### src/rtl/sram_access_arbiter.sv
// sram_access_arbiter
//
// Shares one off-chip SRAM between two requesters: port 0 is the CPU memory path and
// port 1 is the program loader / debug DMA. Requests are arbitrated round-robin. Each
// granted access is a fixed ACCESS_CYCLES-long OE (read) or WE (write) window, then one
// DONE cycle that pulses done for the granted port. DONE is followed by one IDLE cycle
// for bus turnaround, so accesses are never issued back to back.
//
// Ports
//   Clk            system clock, rising edge
//   Reset          synchronous reset, active low
//   req0/req1      access request, port 0 / port 1
//   we0/we1        1 = write, 0 = read, sampled with req
//   addr0/addr1    word address
//   wdata0/wdata1  write data
//   done0/done1    one-cycle completion pulse to the granted port
//   rdata          read data, valid while done0|done1 and held afterwards
//   busy           high while an access is in progress (ACCESS or DONE)
//   sram_addr      address to the SRAM pin wrapper
//   sram_wdata     write data to the SRAM pin wrapper
//   sram_rdata     read data from the SRAM pin wrapper
//   sram_oe        SRAM output enable, active high
//   sram_we        SRAM write enable, active high
//
// ACCESS_CYCLES must lie in 1..15; the window counter is 4 bits wide.

module sram_access_arbiter #(
  parameter int unsigned ADDR_W        = 20,
  parameter int unsigned DATA_W        = 16,
  parameter int unsigned ACCESS_CYCLES = 3
) (
  input  logic              Clk,
  input  logic              Reset,
  input  logic              req0,
  input  logic              req1,
  input  logic              we0,
  input  logic              we1,
  input  logic [ADDR_W-1:0] addr0,
  input  logic [ADDR_W-1:0] addr1,
  input  logic [DATA_W-1:0] wdata0,
  input  logic [DATA_W-1:0] wdata1,
  output logic              done0,
  output logic              done1,
  output logic [DATA_W-1:0] rdata,
  output logic              busy,
  output logic [ADDR_W-1:0] sram_addr,
  output logic [DATA_W-1:0] sram_wdata,
  input  logic [DATA_W-1:0] sram_rdata,
  output logic              sram_oe,
  output logic              sram_we
);

  // Counter value of the final cycle of the OE/WE window.
  localparam logic [3:0] LastCnt = 4'(ACCESS_CYCLES - 1);

  typedef enum logic [1:0] {
    StIdle,
    StAccess,
    StDone
  } state_e;

  state_e              state_q;
  logic [3:0]          cnt_q;
  logic                gnt_q;       // port owning the current access
  logic                last_gnt_q;  // port granted most recently, for round-robin
  logic                we_q;        // latched direction of the current access
  logic                done0_q;
  logic                done1_q;
  logic                busy_q;
  logic                oe_q;
  logic                wen_q;
  logic [DATA_W-1:0]   rdata_q;
  logic [ADDR_W-1:0]   addr_q;
  logic [DATA_W-1:0]   wdata_q;

  // Arbitration and request selection.
  logic                pick;
  logic                sel_we;
  logic [ADDR_W-1:0]   sel_addr;
  logic [DATA_W-1:0]   sel_wdata;

  always_comb begin
    pick = 1'b0;
    if (req0 && req1) begin
      // Contention: the port that did not win last time goes next.
      pick = ~last_gnt_q;
    end else begin
      pick = req1;
    end
    sel_we    = pick ? we1    : we0;
    sel_addr  = pick ? addr1  : addr0;
    sel_wdata = pick ? wdata1 : wdata0;
  end

  // Single sequential block: state, counter and every output are registered here.
  always_ff @(posedge Clk) begin
    if (!Reset) begin
      state_q    <= StIdle;
      cnt_q      <= 4'd0;
      gnt_q      <= 1'b0;
      last_gnt_q <= 1'b1;  // port 0 wins the first tie after reset
      we_q       <= 1'b0;
      done0_q    <= 1'b0;
      done1_q    <= 1'b0;
      busy_q     <= 1'b0;
      oe_q       <= 1'b0;
      wen_q      <= 1'b0;
      rdata_q    <= '0;
      addr_q     <= '0;
      wdata_q    <= '0;
    end else begin
      unique case (state_q)
        StIdle: begin
          if (req0 || req1) begin
            state_q    <= StAccess;
            cnt_q      <= 4'd0;
            gnt_q      <= pick;
            last_gnt_q <= pick;
            // Inputs are latched here; later changes by the requester are ignored.
            we_q       <= sel_we;
            addr_q     <= sel_addr;
            wdata_q    <= sel_wdata;
            oe_q       <= ~sel_we;
            wen_q      <= sel_we;
            busy_q     <= 1'b1;
          end
        end

        StAccess: begin
          cnt_q <= cnt_q + 4'd1;
          if (cnt_q == LastCnt) begin
            state_q <= StDone;
            oe_q    <= 1'b0;
            wen_q   <= 1'b0;
            // Read data is captured at the edge that closes the OE window.
            if (!we_q) begin
              rdata_q <= sram_rdata;
            end
            done0_q <= ~gnt_q;
            done1_q <= gnt_q;
          end
        end

        StDone: begin
          // Unconditional return to idle gives one turnaround cycle between accesses.
          state_q <= StIdle;
          done0_q <= 1'b0;
          done1_q <= 1'b0;
          busy_q  <= 1'b0;
        end

        default: begin
          state_q <= StIdle;
          done0_q <= 1'b0;
          done1_q <= 1'b0;
          busy_q  <= 1'b0;
          oe_q    <= 1'b0;
          wen_q   <= 1'b0;
        end
      endcase
    end
  end

  assign done0      = done0_q;
  assign done1      = done1_q;
  assign rdata      = rdata_q;
  assign busy       = busy_q;
  assign sram_addr  = addr_q;
  assign sram_wdata = wdata_q;
  assign sram_oe    = oe_q;
  assign sram_we    = wen_q;

endmodule

### config.mk
export PLATFORM = sky130hd
export DESIGN_NAME = sram_access_arbiter
export DESIGN_NICKNAME = d
export VERILOG_FILES = /design/src/rtl/sram_access_arbiter.sv
export SDC_FILE = /design/constraint.sdc
export NUM_CORES = 1
export LEC_CHECK = 0
export BUFFER_PORTS_ARGS = -buffer_cell sky130_fd_sc_hd__buf_2
export CAP_MARGIN = 10
export CORE_ASPECT_RATIO = 0.6
export CORE_MARGIN = 2
export CORE_UTILIZATION = 30
export CTS_BUF_LIST = sky130_fd_sc_hd__clkbuf_4 sky130_fd_sc_hd__clkbuf_8
export DETAILED_ROUTE_END_ITERATION = 8
export GPL_TIMING_DRIVEN = 0
export PLACE_DENSITY_LB_ADDON = 0.2
export SETUP_SLACK_MARGIN = 0.02
export SYNTH_ARGS = -nofsm -noshare
export SYNTH_HDL_FRONTEND = slang
export SYNTH_SLANG_ARGS = --single-unit
### constraint.sdc
create_clock -name Clk -period 1.9 [get_ports Clk]
set_input_delay 0.285 -clock Clk [delete_from_list [all_inputs] [get_ports Clk]]
set_output_delay 0.285 -clock Clk [all_outputs]
set_load 0.02 [all_outputs]
==> results_dict.tcl, run 1 <==
set metrics [dict create \
    via_per_inst 4.80 \
    drt_iter0_markers 98 \
    r2r-end "sram_oe" \
    grt_remaining_overflow 0 \
    post-route-min-period_ns 1.71 \
    grtUsageTotal_pct 15.9 \
    worst_ep_arrival_time_ns 1.94 \
    syn_area_per_cell_um2 10.0 \
    synth_compound_area_share_pct 29.2 \
    worst_pin_slew_ns 0.741 \
    timing.fmax_ghz 0.585 \
    timing.final.hold_violations 0 \
    drive_above_1_share_pct 46.2 \
    insertion_delay_ns 0.35 \
    port_buffers 150 \
    ioPinCount 151 \
    critPathMaxFanout 10 \
    rsz0062_at_grt "no" \
    cts_sinks 66 \
    core.rowCount 28 \
    antennaDiodeCount 0 \
    endpoint_kind "register" \
    synthAdderAreaFrac_pct 0.807 \
    start_util_pct 31.2 \
    die-width_um 135 \
    pwr-share-comb_pct 24.5 \
    synth_seq_area_share_pct 42.6 \
    yosys-top-cells-count "dfxtp_1, a21oi_1, mux2i_1" \
    drt_wl_total_mm 8.83 \
    cellLeakagePower_nw 1.84 \
    grt_pass1_wl_mm 13.8 \
    hold_path.class "input pin to register" \
    numCtsBuffers 9 \
    synth_area_leaders "dfxtp_1, a211oi_2, mux2i_1, a21oi_1, nand3_1" \
    power.density_nw_per_um2 821 \
    maxSlewHeadroom_pct 50.6 \
    tritoncts "done" \
    fin_tns_setup_ns 0 \
    die_h_um 82.8 \
    route.antenna.remaining_nets 0 \
    skew_ns 0.00662 \
    status "finished clean" \
    ir_worst_vdd_mv 0.321 \
    synth.distinct_cells 43 \
    synth_flop_cell "dfxtp_1" \
    final_util_pct 42.2 \
    hold_slack_ns 0.184 \
    fin_area_um2 4200 \
    dp_slack_ns 0.130 \
    intPower_mw 2.36 \
    final_cells 611 \
    yosysTopAreaCellShare_pct 42.6 \
    path_clk_slew_ns 0.07 \
    drv_cap 0 \
    grt_max_degree 12 \
    setup_violations 0 \
    yosysMostFrequentCell "dfxtp_1" \
    clk_path_buf_depth 2 \
    nFillCells 980 \
    min_path_cells 3 \
    synth_top_family_by_area "compound AO/OA/AOI/OAI gates" \
    yosys_warnings 0 \
    timing.rr.start "cnt_q[0]" \
    yosys.area.top_type "dfxtp_1" \
    synth-simple-area-share_pct 8.43 \
    finalCritPeriodShare_pct 90.0 \
    gp_congestion 0.742 \
    placed_area_um2 4020 \
    hp-start "sram_rdata[10]" \
    nNetsFinal 567 \
    synth_edf_count 0 \
    root_buffer "clkbuf_8" \
    ctsHtreeMaxLevel 3 \
    dp_hpwl_mm 6.65 \
    async_flop_share_pct 0 \
    seqPwrFrac_pct 44.8 \
    core_um2 9950 \
    synth-seq-cells 66 \
    rrSetupSlack_ns 0.19 \
    avgRoutedWirePerCell_um 14.5 \
    syn_inst 310 \
    cp-start-kind "register" \
    setup_slack_ns 0.190 \
    synth-xor-area-share_pct 0.282 \
    path_class "register to register" \
    netlist_area_um2 3100 \
    pwr-share-clk_pct 30.8 \
    r2r_cells 6 \
    drt_first_pass_iters 4 \
    antenna_found_initial 0 \
    slew_viol_final 0 \
    dieArea_um2 11200 \
    p_sw_share_pct 31.8 \
    dp_cells 595 \
    power.total_mw 3.45 \
    min_to "rdata[10]" \
    via_count 2932 \
    drt_drc_violations_left 0 \
    syn-num-nets 406 \
    synthMuxAreaShare_pct 12.3 \
    area_delta_synth_final_pct 35.5 \
    grt_pass1_vias 2726 \
    p_switching_mw 1.10 \
    cp.required_ns 2.13 \
]
==> logic make-up (layout without fill, tap and decap cells) <==
| group | Yosys count | after routing |
|---|---|---|
| flops | 66 | 66 |
| xor+xnor | 1 | 1 |
| fa+ha+maj | 2 | 2 |
| buf+inv | 33 | 199 |
| mux | 38 | 38 |
| compound gates | 127 | 127 |
| simple gates | 43 | 43 |
==> sequential cells by signal, summed over array words and instances, names as in the netlist <==
register and flops:
sram_we 1, state_q 2, done0 1, busy 1, last_gnt_q 1, we_q 1
sram_wdata 16, rdata 16, sram_addr 20, cnt_q 4, done1 1, sram_oe 1
gnt_q 1
==> cell usage in the layout, fill, tap and decap left out, types with 3 or more instances in the layout <==
cell type,netlist,routed
a211oi_1,7,7
a211oi_2,30,30
a21oi_1,59,59
buf_1,3,3
buf_2,8,158
buf_6,6,6
clkbuf_1,10,10
clkbuf_4,2,3
clkbuf_8,0,10
clkinv_2,0,3
dfxtp_1,66,66
mux2i_1,37,37
nand2_1,4,4
nand2b_1,3,3
nand3_1,20,20
o21ai_0,3,3
o21ai_1,18,18
==> cell type report <==
class                      instances  area, um^2  area share (%)
clock buffer                      11         145            3.45
timing repair buffer             150         751            17.9
sequential                        66        1320            31.4
tap                              135         169            4.02
clock inverter                     5        30.0           0.714
inverter                           3        11.3           0.268
buffer                            30         186            4.44
multi-input combinational        211        1590            37.8
==> worst max-delay path by stage <==
| stage | from | end | slack, ns | depth (start not counted) |
|---|---|---|---|---|
| after floorplan | cnt_q[0] | sram_oe | 0.44 | 6 |
| after global placement | cnt_q[0] | rdata[11] | 0.18 | 6 |
| after detailed placement | cnt_q[0] | rdata[13] | 0.13 | 6 |
| after CTS | cnt_q[0] | rdata[13] | 0.10 | 6 |
| after global routing | cnt_q[0] | rdata[8] | 0.06 | 6 |
| final | cnt_q[0] | sram_oe | 0.19 | 6 |
==> power groups by stage <==
stage	logic [mW]	registers (mW)	clock network [mW]
6_report	0.845	1.55	1.06
3_5_place_dp	0.851	1.57	0
4_1_cts	0.854	1.55	1.10
2_1_floorplan	0.443	1.69	0
5_1_grt	0.919	1.56	1.17
3_3_place_gp	0.839	1.57	0
==> routing by layer <==
| layer | track usage (%) | wire, um | vias to the layer above |
|---|---|---|---|
| met1 | 21.5 | 4410 | 1360 |
| met2 | 24.1 | 3720 | 93 |
| met3 | 5.74 | 633 | 5 |
| li1 | - | - | 1474 |
| met5 | 0 | 0 | - |
| met4 | 4.38 | 68 | 0 |
==> worst max-delay path, cell delays in order (launching register included) <==
cell,delay [ns]
dfxtp_1,0.33
inv_1,0.10
ha_1,0.17
or3b_1,0.36
buf_2,0.20
a22oi_1,0.29
o22ai_1,0.14
==> timing repair <==
action	CTS	global route
endpoints found under the setup margin	0	10
resized for setup	0	1
hold buffers	0	0
setup buffers	0	0
Note: power is estimated with default switching activity, not from simulation.
==> run 2, diff against run 1 <==
- clock period: 1.9 -> 1.6 ns (I/O delays scaled with it)
==> run 2 against run 1 <==
  * First-iteration DRC count shrank 20%
  * Sequential power grew 19%
  * Maximum frequency grew 13%
  * Highest routed layer unchanged
  * Wire length grew 0.57%
  * Final cell count grew 0.49%
  * Register-to-register slack lost 0.10 ns
  * Sequential share of layout area shrank 0.34 points
  * Combinational power grew 21%
  * Worst setup slack lost 0.10 ns
  * Core utilization grew 0.54 points
  * Critical path depth is the same
  * Clock skew shrank 0.00069 ns
==> results_dict.tcl, run 2 (synthesis results as in run 1) <==
set metrics [dict create \
    rsz0062_at_grt "no" \
    post-route-min-period_ns 1.51 \
    grt_max_degree 12 \
    drt_iter0_markers 78 \
    drive_above_1_share_pct 48.9 \
    via_per_inst 4.76 \
    tritoncts "done" \
    final_util_pct 42.8 \
    slew_viol_final 0 \
    insertion_delay_ns 0.35 \
    timing.fmax_ghz 0.660 \
    maxSlewHeadroom_pct 50.5 \
    rrSetupSlack_ns 0.09 \
    antennaDiodeCount 0 \
    drt_first_pass_iters 4 \
    power.density_nw_per_um2 968 \
    timing.final.hold_violations 0 \
    path_cells "inv_2, ha_2, or3b_4, buf_8, a22oi_2, o22ai_1" \
    hold_path.class "input pin to register" \
    avgRoutedWirePerCell_um 14.5 \
    ir_worst_vdd_mv 0.382 \
    path_class "register to register" \
    endpoint_kind "register" \
    final_cells 614 \
    timing.rr.start "cnt_q[0]" \
    final_common_cell "buf_2" \
    dieArea_um2 11200 \
    antenna_found_initial 0 \
    route.antenna.remaining_nets 0 \
    worst_pin_slew_ns 0.743 \
    dp_cells 595 \
    critPathMaxFanout 10 \
    die_h_um 82.8 \
    grt_pass1_vias 2733 \
    ioPinCount 151 \
    layout_common_cells "buf_2, dfxtp_1, a21oi_1, mux2i_1, a211oi_2" \
    numCtsBuffers 9 \
    regArea_um2 1320 \
    skew_ns 0.00592 \
    multi_input_area_um2 1600 \
    drv_cap 0 \
    gp_congestion 0.742 \
    cellLeakagePower_nw 1.87 \
    r2r_cells 6 \
    min_to "rdata[2]" \
    placed_area_um2 4020 \
    grt_pass1_wl_mm 13.8 \
    drt_drc_violations_left 0 \
    hold_buffers 0 \
    drt_wl_total_mm 8.88 \
    finalCritPeriodShare_pct 94.6 \
    fin_area_um2 4260 \
    nFillCells 974 \
    r2r-end "sram_oe" \
    grt_remaining_overflow 0 \
    core.rowCount 28 \
    dp_hpwl_mm 6.65 \
    die-width_um 135 \
    core_um2 9950 \
    worst_ep_arrival_time_ns 1.75 \
    min_path_cells 3 \
    cpPeakStageDelay_ns 0.39 \
    clk_path_buf_depth 2 \
    largest_reg_flops 20 \
    path_clk_slew_ns 0.07 \
    nNetsFinal 570 \
    root_buffer "clkbuf_8" \
    critPathSlowestCell "or3b_4" \
    port_buffers 150 \
    setup_violations 0 \
    hp-start "sram_rdata[2]" \
    cp-start-kind "register" \
    cp.required_ns 1.84 \
    area_delta_synth_final_pct 37.2 \
    status "finished clean" \
    grtUsageTotal_pct 16.0 \
    start_util_pct 31.2 \
    via_count 2921 \
    ctsHtreeMaxLevel 3 \
    cts_sinks 66 \
]
## run 2: changes by cell type in the layout (fill, tap and decap cells not counted), moves of 2 or more
cell / before / now
clkbuf_2: 0 / 3
dfxtp_2: 0 / 2
buf_1: 3 / 1
dfxtp_1: 66 / 64
clkbuf_1: 10 / 7
buf_4: 0 / 4
## run 2: per-stage QoR
stage | setup slack (ns) | TNS (ns) | hold slack [ns] | total power [mW]
after floorplan | 0.138 | 0 | 0.320 | 2.53
after global placement | -0.123 | -1.17 | 0.454 | 2.87
after detailed placement | -0.170 | -1.59 | 0.468 | 2.88
after CTS | 0.0218 | 0 | 0.115 | 4.17
after global routing | 0.0194 | 0 | 0.113 | 4.35
final | 0.0856 | 0 | 0.141 | 4.12
## run 2: final cells by class
| class | count | area share [%] |
|---|---|---|
| multi-input combinational | 211 | 37.6 |
| sequential | 66 | 31.1 |
| timing repair buffer | 153 | 18.2 |
| buffer | 30 | 4.82 |
| tap | 135 | 3.97 |
| clock buffer | 11 | 3.41 |
| clock inverter | 5 | 0.705 |
| inverter | 3 | 0.265 |
## run 2: worst max-delay path: cells and delay by family, from the launching register on
kind	cells	cell delay [ns]
AOI/OAI and AO/OA	2	0.31
adders and majority gates	1	0.17
buffers and inverters	2	0.21
and+or+nand+nor	1	0.39
DFF	1	0.33
## run 2: worst max path at each step
stage | from | to | slack [ns] | cells past startpoint
floorplan | cnt_q[0] | sram_oe | 0.14 | 6
global placement | cnt_q[0] | rdata[11] | -0.12 | 6
detailed placement | cnt_q[0] | rdata[13] | -0.17 | 6
CTS | state_q[0] | sram_addr[8] | 0.02 | 5
global route | cnt_q[0] | rdata[15] | 0.02 | 6
finish | cnt_q[0] | sram_oe | 0.09 | 6
## run 2: repair_timing
action | CTS | global route
resized for setup | 8 | 12
pin swaps | 1 | 2
buffers inserted | 1 | 2
setup endpoints to repair | 17 | 41
## run 2: power breakdown
group | leakage, nW | internal (mW) | total [mW] | switching (mW)
clock network | 0.0885 | 0.613 | 1.26 | 0.646
logic | 1.24 | 0.433 | 1.02 | 0.592
registers | 0.544 | 1.77 | 1.84 | 0.0667
total | 1.87 | 2.81 | 4.12 | 1.30
## run 2: per-layer routing
metal	part of all wire (%)	vias to the layer above	wire length [um]	track usage [%]
met2	42	84	3750	24.2
li1	-	1481	-	-
met5	0	-	0	0
met3	6.6	5	583	5.74
met4	0.77	0	68	4.38
met1	50	1351	4480	21.5
==> run 3, diff against run 2 <==
- clock period: 1.6 -> 1.8 ns (I/O delays scaled with it)
==> run 3 against run 2 <==
  * Sequential share of layout area grew 0.25 points
  * Sequential power is 11% lower
  * Clock power decreased by 10%
  * Critical path depth unchanged
  * Final cell count fell by 0.33%
  * Critical endpoint is now rdata[13]
  * Cell area shrank 0.97%
==> results_dict.tcl, run 3 (synthesis results as in run 1) <==
set metrics [dict create \
    status "finished clean" \
    slew_viol_final 0 \
    maxSlewHeadroom_pct 50.6 \
    core_um2 9950 \
    cp-start-kind "register" \
    grt_pass1_vias 2726 \
    drt_drc_violations_left 0 \
    path_clk_slew_ns 0.07 \
    ir_worst_vdd_mv 0.339 \
    critPathBufInv 2 \
    dp_hpwl_mm 6.65 \
    port_buffers 150 \
    drt_first_pass_iters 4 \
    grt_max_degree 12 \
    die-width_um 135 \
    timing.fmax_ghz 0.611 \
    worst_pin_slew_ns 0.741 \
    nFillCells 980 \
    insertion_delay_ns 0.35 \
    die_h_um 82.8 \
    pwr-share-comb_pct 24.5 \
    fin_area_um2 4220 \
    start_util_pct 31.2 \
    ioPinCount 151 \
    grt_remaining_overflow 0 \
    cpPeakStageDelay_ns 0.36 \
    gp_congestion 0.742 \
    setup_violations 0 \
    avgRoutedWirePerCell_um 14.5 \
    route.antenna.remaining_nets 0 \
    area_delta_synth_final_pct 35.9 \
    via_per_inst 4.80 \
    via_count 2936 \
    tritoncts "done" \
    numCtsBuffers 9 \
    power.density_nw_per_um2 866 \
    drt_iter0_markers 85 \
    p_sw_share_pct 31.9 \
    largest_reg_flops 20 \
    clk_path_buf_depth 2 \
    worst_ep_arrival_time_ns 1.85 \
    root_buffer "clkbuf_8" \
    drive_above_1_share_pct 46.5 \
    finalCritPeriodShare_pct 90.9 \
    cts_sinks 66 \
    path_class "register to register" \
    p_switching_mw 1.16 \
    layout_common_cells "buf_2, dfxtp_1, a21oi_1, mux2i_1, a211oi_2" \
    critPathSlowestCell "or3b_1" \
    critPathMaxFanout 10 \
    intPower_mw 2.49 \
    timing.final.hold_violations 0 \
    fin_tns_setup_ns 0 \
    path_cells "inv_1, ha_1, or3b_1, clkbuf_1, o21ai_1, a21oi_1" \
    pwr-share-clk_pct 30.8 \
    drv_cap 0 \
    seqPwrFrac_pct 44.7 \
    drt_wl_total_mm 8.85 \
    post-route-min-period_ns 1.64 \
    ctsHtreeMaxLevel 3 \
    rsz0062_at_grt "no" \
    cp.required_ns 2.01 \
    hold_slack_ns 0.165 \
    cellLeakagePower_nw 1.84 \
    placed_area_um2 4020 \
    core.rowCount 28 \
    dieArea_um2 11200 \
    endpoint_kind "register" \
    skew_ns 0.00587 \
    antenna_found_initial 0 \
    hold_buffers 0 \
    antennaDiodeCount 0 \
    hold_path.class "input pin to register" \
    critical-path-top-delay-family "buffers and inverters" \
    grtUsageTotal_pct 15.9 \
    grt_pass1_wl_mm 13.8 \
    nNetsFinal 568 \
    final_common_cell "buf_2" \
]
-- run 3: metrics by stage --
stage / setup WS, ns / instances / power [mW] / util [%]
after detailed placement: 0.0300 / 595 / 2.56 / 40.4
after global placement: 0.0767 / 595 / 2.55 / 40.4
after floorplan: 0.338 / 310 / 2.25 / -
after CTS: 0.0867 / 611 / 3.70 / 42.2
after global routing: 0.0449 / 612 / 3.85 / 42.4
final: 0.164 / 612 / 3.65 / 42.4
-- run 3: per-layer routing --
layer	track usage (%)	share of wire (%)	wire (um)
met1	21.5	50	4420
met3	5.74	7.1	628
met5	0	0	0
met2	24.1	42	3730
met4	4.38	0.78	69
-- run 3: worst reg2reg max path: cells and delay by family, from the launching register on --
| family | cells | cell delay [ns] |
|---|---|---|
| buffers and inverters | 2 | 0.36 |
| AND/OR/NAND/NOR | 1 | 0.36 |
| flip-flops | 1 | 0.33 |
| AO/OA/AOI/OAI | 2 | 0.28 |
| adder cells (fa/ha/maj) | 1 | 0.17 |
-- run 3: final timing paths --
| path | start | cells past startpoint | slack, ns | end |
|---|---|---|---|---|
| setup reg to reg | cnt_q[0] | 6 | 0.16 | rdata[13] |
| hold / removal | sram_rdata[10] | 3 | 0.16 | rdata[10] |
| setup / recovery | cnt_q[0] | 6 | 0.16 | rdata[13] |
| hold reg to reg | sram_we | 2 | 0.48 | sram_we |
-- run 3: layout make-up --
cell class / instances / area, um^2 / share of cell area [%]
Inverter: 3 / 11.3 / 0.267
Sequential cell: 66 / 1320 / 31.3
Timing Repair Buffer: 151 / 758 / 18.0
Clock inverter: 5 / 30.0 / 0.712
Multi-Input combinational cell: 211 / 1590 / 37.8
Buffer: 30 / 186 / 4.42
Clock buffer: 11 / 145 / 3.44
Tap cell: 135 / 169 / 4.01
-- run 3: what timing repair did --
action | 4_1_cts | 5_1_grt
endpoints found under the hold margin | 0 | 0
setup buffers | 0 | 1
setup endpoints to repair | 2 | 7
resized for setup | 1 | 1
-- run 3: power by group through the flow --
stage          sequential (mW)  combinational, mW  clock (mW)
3_3_place_gp              1.66              0.886           0
6_report                  1.63              0.896        1.13
3_5_place_dp              1.66              0.899           0
2_1_floorplan             1.78              0.467           0
4_1_cts                   1.63              0.902        1.17
5_1_grt                   1.64              0.973        1.23
